--- src/rtl/bin_to_bcd_seq.sv ---
// Sequential binary-to-BCD converter using shift-and-add-3, one bit per cycle.
// Produces a four-digit packed BCD word for the seven-segment display.
// Optional feature macro: BCD_SAT_OVF_EN. When defined, inputs above 9999
// saturate bcd to 16'h9999 and raise ovf. When undefined, the thousands carry
// is discarded and ovf is constant 0.
module bin_to_bcd_seq #(
    parameter int BIN_W = 14
) (
    input  logic             clk,
    input  logic             reset,
    input  logic             start,
    input  logic [BIN_W-1:0] bin,
    output logic             ready,
    output logic             done,
    output logic [15:0]      bcd,
    output logic             ovf
);

    localparam int CNT_W = $clog2(BIN_W + 1);

    typedef enum logic [1:0] {IDLE, SHIFT, DONE} state_t;

    state_t           state;
    logic [BIN_W-1:0] shreg;
    logic [15:0]      acc;
    logic [CNT_W-1:0] cnt;

    logic [11:0]      low_adj;
    logic [2:0]       th_adj;
    logic [15:0]      acc_nxt;
    logic [15:0]      result;

`ifdef BCD_SAT_OVF_EN
    logic [BIN_W-1:0] bin_lat;
    logic             too_big;
`endif

    // Add-3 correction on every digit, then shift in the next binary MSB.
    // Only the low three bits of the thousands digit survive the shift, so the
    // carry out of the thousands digit is dropped here (value mod 10000).
    always_comb begin
        low_adj = 12'h000;
        for (int i = 0; i < 3; i++) begin
            if (acc[i*4 +: 4] >= 4'd5)
                low_adj[i*4 +: 4] = acc[i*4 +: 4] + 4'd3;
            else
                low_adj[i*4 +: 4] = acc[i*4 +: 4];
        end
        th_adj  = (acc[15:12] >= 4'd5) ? acc[14:12] + 3'd3 : acc[14:12];
        acc_nxt = {th_adj, low_adj, shreg[BIN_W-1]};
    end

`ifdef BCD_SAT_OVF_EN
    // Overflow is judged on the latched input, not on the wrapped accumulator.
    always_comb begin
        too_big = (32'(bin_lat) > 32'd9999);
        result  = too_big ? 16'h9999 : acc_nxt;
    end
`else
    // Without saturation the wrapped accumulator is published directly.
    always_comb begin
        result = acc_nxt;
    end
    assign ovf = 1'b0;
`endif

    // Control FSM with registered outputs; bcd/ovf only move on the final shift.
    always_ff @(posedge clk) begin
        if (!reset) begin
            state <= IDLE;
            shreg <= '0;
            acc   <= 16'h0000;
            cnt   <= '0;
            ready <= 1'b1;
            done  <= 1'b0;
            bcd   <= 16'h0000;
`ifdef BCD_SAT_OVF_EN
            bin_lat <= '0;
            ovf     <= 1'b0;
`endif
        end else begin
            case (state)
                IDLE: begin
                    done <= 1'b0;
                    if (start) begin
                        shreg <= bin;
                        acc   <= 16'h0000;
                        cnt   <= CNT_W'(BIN_W);
                        ready <= 1'b0;
                        state <= SHIFT;
`ifdef BCD_SAT_OVF_EN
                        bin_lat <= bin;
`endif
                    end else begin
                        ready <= 1'b1;
                    end
                end
                SHIFT: begin
                    acc   <= acc_nxt;
                    shreg <= {shreg[BIN_W-2:0], 1'b0};
                    cnt   <= cnt - 1'b1;
                    if (cnt == CNT_W'(1)) begin
                        bcd   <= result;
                        done  <= 1'b1;
                        state <= DONE;
`ifdef BCD_SAT_OVF_EN
                        ovf <= too_big;
`endif
                    end
                end
                DONE: begin
                    done  <= 1'b0;
                    ready <= 1'b1;
                    state <= IDLE;
                end
                default: begin
                    done  <= 1'b0;
                    ready <= 1'b1;
                    state <= IDLE;
                end
            endcase
        end
    end

endmodule
--- config.mk ---
export PLATFORM = sky130hd
export DESIGN_NAME = bin_to_bcd_seq
export DESIGN_NICKNAME = d
export VERILOG_FILES = /design/src/rtl/bin_to_bcd_seq.sv
export SDC_FILE = /design/constraint.sdc
export NUM_CORES = 1
export LEC_CHECK = 0
export BUFFER_PORTS_ARGS = -buffer_cell sky130_fd_sc_hd__buf_4
export CAP_MARGIN = 20
export CORE_MARGIN = 3
export CORE_UTILIZATION = 35
export DETAILED_ROUTE_END_ITERATION = 12
export GPL_ROUTABILITY_DRIVEN = 0
export HOLD_SLACK_MARGIN = 0.1
export REMOVE_ABC_BUFFERS = 1
export SYNTH_ARGS = -nofsm -noshare
export SYNTH_HDL_FRONTEND = slang
export SYNTH_SLANG_ARGS = --single-unit
export TNS_END_PERCENT = 30
--- constraint.sdc ---
create_clock -name clk -period 1.65 [get_ports clk]
set_clock_uncertainty 0.15 [all_clocks]
set_input_delay 0.0825 -clock clk [delete_from_list [all_inputs] [get_ports clk]]
set_output_delay 0.0825 -clock clk [all_outputs]
set_load 0.02 [all_outputs]
==> results_dict.tcl, run 1 <==
set metrics [dict create \
    grt_max_degree 22 \
    critPathArrivalTime_ns 1.66 \
    fillers 621 \
    cts-root-buf "clkbuf_8" \
    synth_area_leader_cell "dfxtp_1" \
    grt_pass1_vias 1988 \
    drt-wirelength-per-cell_um 14.4 \
    start_util_pct 37.0 \
    clkLatencyLatePin_ns 0.31 \
    die_y_um 88.9 \
    cts.sinks 54 \
    diodes 0 \
    via_count 2086 \
    place.port_buffers 34 \
    htreeDepth 2 \
    antenna_found_initial 0 \
    finish.utilization_pct 49.4 \
    drive_gt1_share_pct 32.8 \
    path_class "flop to flop" \
    rows 29 \
    yosys_warnings 0 \
    synthMuxAreaShare_pct 2.29 \
    grt_usage_pct 14.7 \
    grt_overflow 0 \
    cts_max_path_buffers 2 \
    multi_input_area_um2 1310 \
    synth_seq_area_share_pct 45.0 \
    netlist_top_cells_area "dfxtp_1 (45%), nand2_1 (6.6%), ha_1 (5.2%)" \
    synth.avg_cell_area_um2 9.18 \
    grt_pass1_wl_mm 9.20 \
    power.density_nw_per_um2 789 \
    grt_setup_unrepaired "yes" \
    startpoint_type "flop" \
    syn2layout_area_growth_pct 33.4 \
    setup_viol 0 \
    cts_tree "yes" \
    holdWs_ns 0.324 \
    peakVddDrop_mv 0.329 \
    final.setup.worst_slack_ns 0.0526 \
    period_share_pct 96.8 \
    cap_violations 0 \
    ys_seq_elements 54 \
    holdCritPathClass "flop to flop" \
    core-area_um2 6490 \
    final-hold-violation-count 0 \
    drt_iter0_drc 96 \
    cp-end-kind "flop" \
    max_clock_freq_mhz 626 \
    drc 0 \
    netlist_area_um2 2400 \
    drv_slew 0 \
    die_w_um 88.9 \
    critPathMaxFanout 6 \
    dr.pass1.iters 4 \
    leakagePower_nw 1.31 \
    synthXorXnorAreaFrac_pct 1.46 \
    synth_top_family_by_area "compound AO/OA/AOI/OAI gates" \
    synth_cells 262 \
    dp_hpwl_mm 3.57 \
    fin_nets 352 \
    status "finished clean" \
    place_ws_ns -0.0196 \
    wirelength_mm 5.82 \
    cp.required_ns 1.71 \
    yosys.area_share.adder_pct 5.20 \
    numCtsBuffers 5 \
    routed_via_density 5.18 \
    path_clk_slew_ns 0.10 \
    synth.top_cell.area_share_pct 45.0 \
    ys_types 42 \
    seq_area_um2 1090 \
    ioPinCount 36 \
    ant_nets 0 \
    synthSimpleGateAreaFrac_pct 17.5 \
    period_minus_slack_ns 1.60 \
    dieArea_um2 7900 \
    synth_compound_area_share_pct 22.1 \
]
[through the flow]
| step | power [W] | cells | TNS, ns | cell area (um^2) |
|---|---|---|---|---|
| 3_5_place_dp | 0.00175 | 377 | -0.0293 | 2800 |
| 5_1_grt | 0.00267 | 403 | -0.156 | 3210 |
| 3_3_place_gp | 0.00174 | 377 | 0 | 2800 |
| 2_1_floorplan | 0.00161 | 248 | -0.0921 | 2310 |
| 4_1_cts | 0.00254 | 401 | -0.00814 | 3060 |
| 6_report | 0.00253 | 403 | 0 | 3210 |
[what timing repair did]
action / 4_1_cts / 5_1_grt
pin swaps: 2 / 6
hold endpoints to repair: 19 / 0
buffers inserted: 0 / 0
gates cloned: 0 / 2
resized for setup: 4 / 36
hold buffers: 16 / 0
endpoints found under the setup margin: 7 / 28
[registers in the layout, indices dropped and copies added (netlist names)]
signal,count
acc,16
bcd,16
shreg,14
cnt,4
state,2
done,1
ready,1
[metal layers]
metal | GRT usage (%) | wire (um) | up-vias
met4 | 4.53 | 59 | 0
met5 | 0 | 0 | -
met3 | 3.23 | 228 | 4
li1 | - | - | 1058
met1 | 19.5 | 2650 | 985
met2 | 23.8 | 2880 | 39
[where the power goes]
part	leakage, nW	switching [W]	total, W	internal [W]
Sequential	0.442	0.0000456	0.00141	0.00137
Clock	0.0483	0.000453	0.000760	0.000307
Combinational	0.824	0.000194	0.000359	0.000164
[layout make-up]
class                   instances  share of cell area (%)
well taps                      77                    3.00
clock buffers                   5                    2.15
flip-flops and latches         54                    33.9
repair buffers                 68                    17.4
multi-input cells             181                    41.0
clock inverters                 3                   0.819
inverters                      15                    1.76
[synth_stat cells, drive strengths merged]
library cell	number
a21boi	1
a21oi	15
a222oi	3
a22o	1
a311oi	11
a32o	4
and2	1
and2b	2
buf	12
clkbuf	2
conb	1
dfxtp	54
ha	10
inv	15
mux2	4
mux2i	1
nand2	43
nand2b	6
nand3	2
nand3b	2
nor2	17
nor2b	1
nor3	3
nor3b	7
o211a	4
o21ai	16
o21bai	1
o22ai	15
o31ai	4
xnor2	4
[worst paths after layout]
kind / depth (start not counted) / startpoint / slack, ns / endpoint
setup / recovery: 5 / cnt[0]$_SDFFE_PN0P_ / 0.05 / bcd[0]$_SDFFE_PN0P_
hold / removal: 2 / bcd[13]$_SDFFE_PN0P_ / 0.32 / bcd[13]$_SDFFE_PN0P_
setup reg to reg: 5 / cnt[0]$_SDFFE_PN0P_ / 0.05 / bcd[0]$_SDFFE_PN0P_
hold reg to reg: 2 / bcd[13]$_SDFFE_PN0P_ / 0.32 / bcd[13]$_SDFFE_PN0P_
[cell families after synthesis]
kind of cell	after synthesis
mux	5
simple gates	84
other cells	1
xor+xnor	4
fa+ha+maj	10
compound gates	75
buf+inv	29
flops	54
[cell usage in the layout, fill, tap and decap left out, types with 8 or more instances in the layout]
cell type and count:
dfxtp_1 49, o22ai_1 13, a21oi_1 9, nor2_1 15
nand2_1 41, o21ai_0 13, inv_2 8, a311oi_1 10
buf_4 50, dlygate4sd3_1 16
[critical path: stages (launching register included)]
cell and delay (ns):
dfxtp_1 0.39, ha_4 0.15, nor3b_4 0.26, and2_4 0.29, mux2i_1 0.20, nor2b_1 0.06
No activity file was read; power rests on OpenSTA's default activity.
==> inputs of run 2 (changes only) <==
--- a/config.mk
+++ b/config.mk
@@ -9,6 +9,7 @@
 export CAP_MARGIN = 20
 export CORE_MARGIN = 3
 export CORE_UTILIZATION = 35
+export CTS_CLUSTER_SIZE = 8
 export DETAILED_ROUTE_END_ITERATION = 12
 export GPL_ROUTABILITY_DRIVEN = 0
 export HOLD_SLACK_MARGIN = 0.1
==> constraint.sdc (replaced) <==
create_clock -name clk -period 2 [get_ports clk]
set_clock_uncertainty 0.15 [all_clocks]
set_input_delay 0.1 -clock clk [delete_from_list [all_inputs] [get_ports clk]]
set_output_delay 0.1 -clock clk [all_outputs]
set_load 0.02 [all_outputs]
==> run 2 against run 1 <==
Utilization fell by 3.8 points. Critical path depth grew 1. Sequential power shrank 18%. Routed wire length decreased by 9.3%. Combinational power down 25%. Power fell by 19%. Register-to-register slack gained 0.15 ns. Setup slack improved by 0.15 ns. First-iteration DRC count decreased by 41%. Count of clock-buffer cells in the layout is 1 higher. Critical path type unchanged. Worst hold slack worse by 0.17 ns. Final cell count fell by 3.5%.
==> results_dict.tcl, run 2 (synthesized netlist as in run 1, its figures left out) <==
set metrics [dict create \
    r2r_end "acc[6]$_SDFFE_PN0P_" \
    layout.cells.non_filler 389 \
    path_clk_slew_ns 0.10 \
    period_minus_slack_ns 1.80 \
    critPathLaunch "acc[4]$_SDFFE_PN0P_" \
    drc 0 \
    final-hold-violation-count 0 \
    reg.largest.list "acc (16), bcd (16), shreg (14)" \
    dp_cells 366 \
    top_usage_layer "met2" \
    ant_nets 0 \
    cp.required_ns 2.08 \
    critPathArrivalTime_ns 1.87 \
    rows 29 \
    grt_max_degree 25 \
    cts-root-buf "clkbuf_8" \
    cts.sinks 54 \
    max_clock_freq_mhz 557 \
    cts_max_path_buffers 2 \
    peakVddDrop_mv 0.337 \
    dp_hpwl_mm 3.53 \
    numCtsBuffers 5 \
    via_count 1982 \
    regToRegStartpoint "acc[4]$_SDFFE_PN0P_" \
    drive_gt1_share_pct 21.2 \
    r2r_slack_ns 0.20 \
    ioPinCount 36 \
    dr.pass1.iters 4 \
    cap_violations 0 \
    clkLatencyLatePin_ns 0.30 \
    finish.utilization_pct 45.5 \
    grt_setup_unrepaired "no" \
    cts_tree "yes" \
    grt_pass1_vias 1828 \
    crit_end "acc[6]$_SDFFE_PN0P_" \
    holdWs_ns 0.159 \
    post_cts_buffers 0 \
    grt_use_met1_pct 18.7 \
    die_y_um 88.9 \
    dieArea_um2 7900 \
    antenna_found_initial 0 \
    grtUsageMet2_pct 22.7 \
    die_w_um 88.9 \
    syn2layout_area_growth_pct 23.0 \
    fin_nets 338 \
    hold_buffers 15 \
    startpoint_type "flop" \
    cp-end-kind "flop" \
    ctsResizeCount 0 \
    final_cell_mix "dfxtp_1 (54), nand2_1 (42), buf_4 (41), nor2_1 (17)" \
    setup_tns_ns 0 \
    drv_slew 0 \
    critPathMaxFanout 5 \
    final_common_cell "dfxtp_1" \
    drt_iter0_drc 57 \
    holdCritPathClass "primary input to flop" \
    routed_via_density 5.10 \
    wirelength_mm 5.28 \
    diodes 0 \
    htreeDepth 2 \
    final.setup.worst_slack_ns 0.205 \
    path_class "flop to flop" \
    worst-r2r-cell-count 6 \
    setup_viol 0 \
    core-area_um2 6490 \
    start_util_pct 37.0 \
    grt_overflow 0 \
    leakagePower_nw 1.20 \
    place.port_buffers 34 \
    period_share_pct 89.8 \
    place_ws_ns 0.206 \
    grt_usage_pct 13.8 \
    power.density_nw_per_um2 696 \
    grt_pass1_wl_mm 8.63 \
    drt-wirelength-per-cell_um 13.6 \
    grt.met3_usage_pct 2.30 \
    status "finished clean" \
]
[run 2: through the flow]
step	power (W)	area, um^2
floorplan	0.00133	2310
global placement	0.00143	2710
detailed placement	0.00143	2710
CTS	0.00209	2960
global route	0.00217	2960
finish	0.00206	2960
[run 2: how the worst min path moves through the flow]
stage	start	end	slack (ns)	cells past startpoint
after floorplan	reset	ready$_SDFFE_PN1N_	0.03	1
after global placement	bin[0]	shreg[0]$_SDFFE_PN0P_	0.17	2
after detailed placement	bin[0]	shreg[0]$_SDFFE_PN0P_	0.17	2
after CTS	start	acc[14]$_SDFFE_PN0P_	0.16	5
after global routing	start	acc[10]$_SDFFE_PN0P_	0.18	5
final	start	acc[14]$_SDFFE_PN0P_	0.16	5
[run 2: layout make-up]
type	count	area [um^2]
fillers	641	3540
clock inverters	2	12.5
clock buffers	6	82.6
multi-input cells	179	1170
inverters	15	56.3
flip-flops and latches	54	1080
well taps	77	96.3
repair buffers	56	458
[run 2: critical path, cell delays in order, from the launching register on]
cell	delay (ns)
dfxtp_1	0.34
inv_1	0.12
ha_1	0.24
nand2b_1	0.09
a21oi_1	0.25
mux2_2	0.38
o21ai_0	0.15
[run 2: report_power, final]
part           internal (W)  total (W)  switching [W]  leakage (nW)
sequential          0.00113    0.00116      0.0000350         0.440
combinational      0.000124   0.000271       0.000147         0.717
clock              0.000279   0.000628       0.000349        0.0472
total               0.00153    0.00206       0.000531          1.20
[run 2: metal layers]
metal  wire length [um]  share of wire [%]  vias to the layer above
li1                   -                  -                     1027
met1               2530                 48                      927
met2               2540                 48                       24
met3                144                2.7                        4
met4                 57                1.1                        0
met5                  0                  0                        -
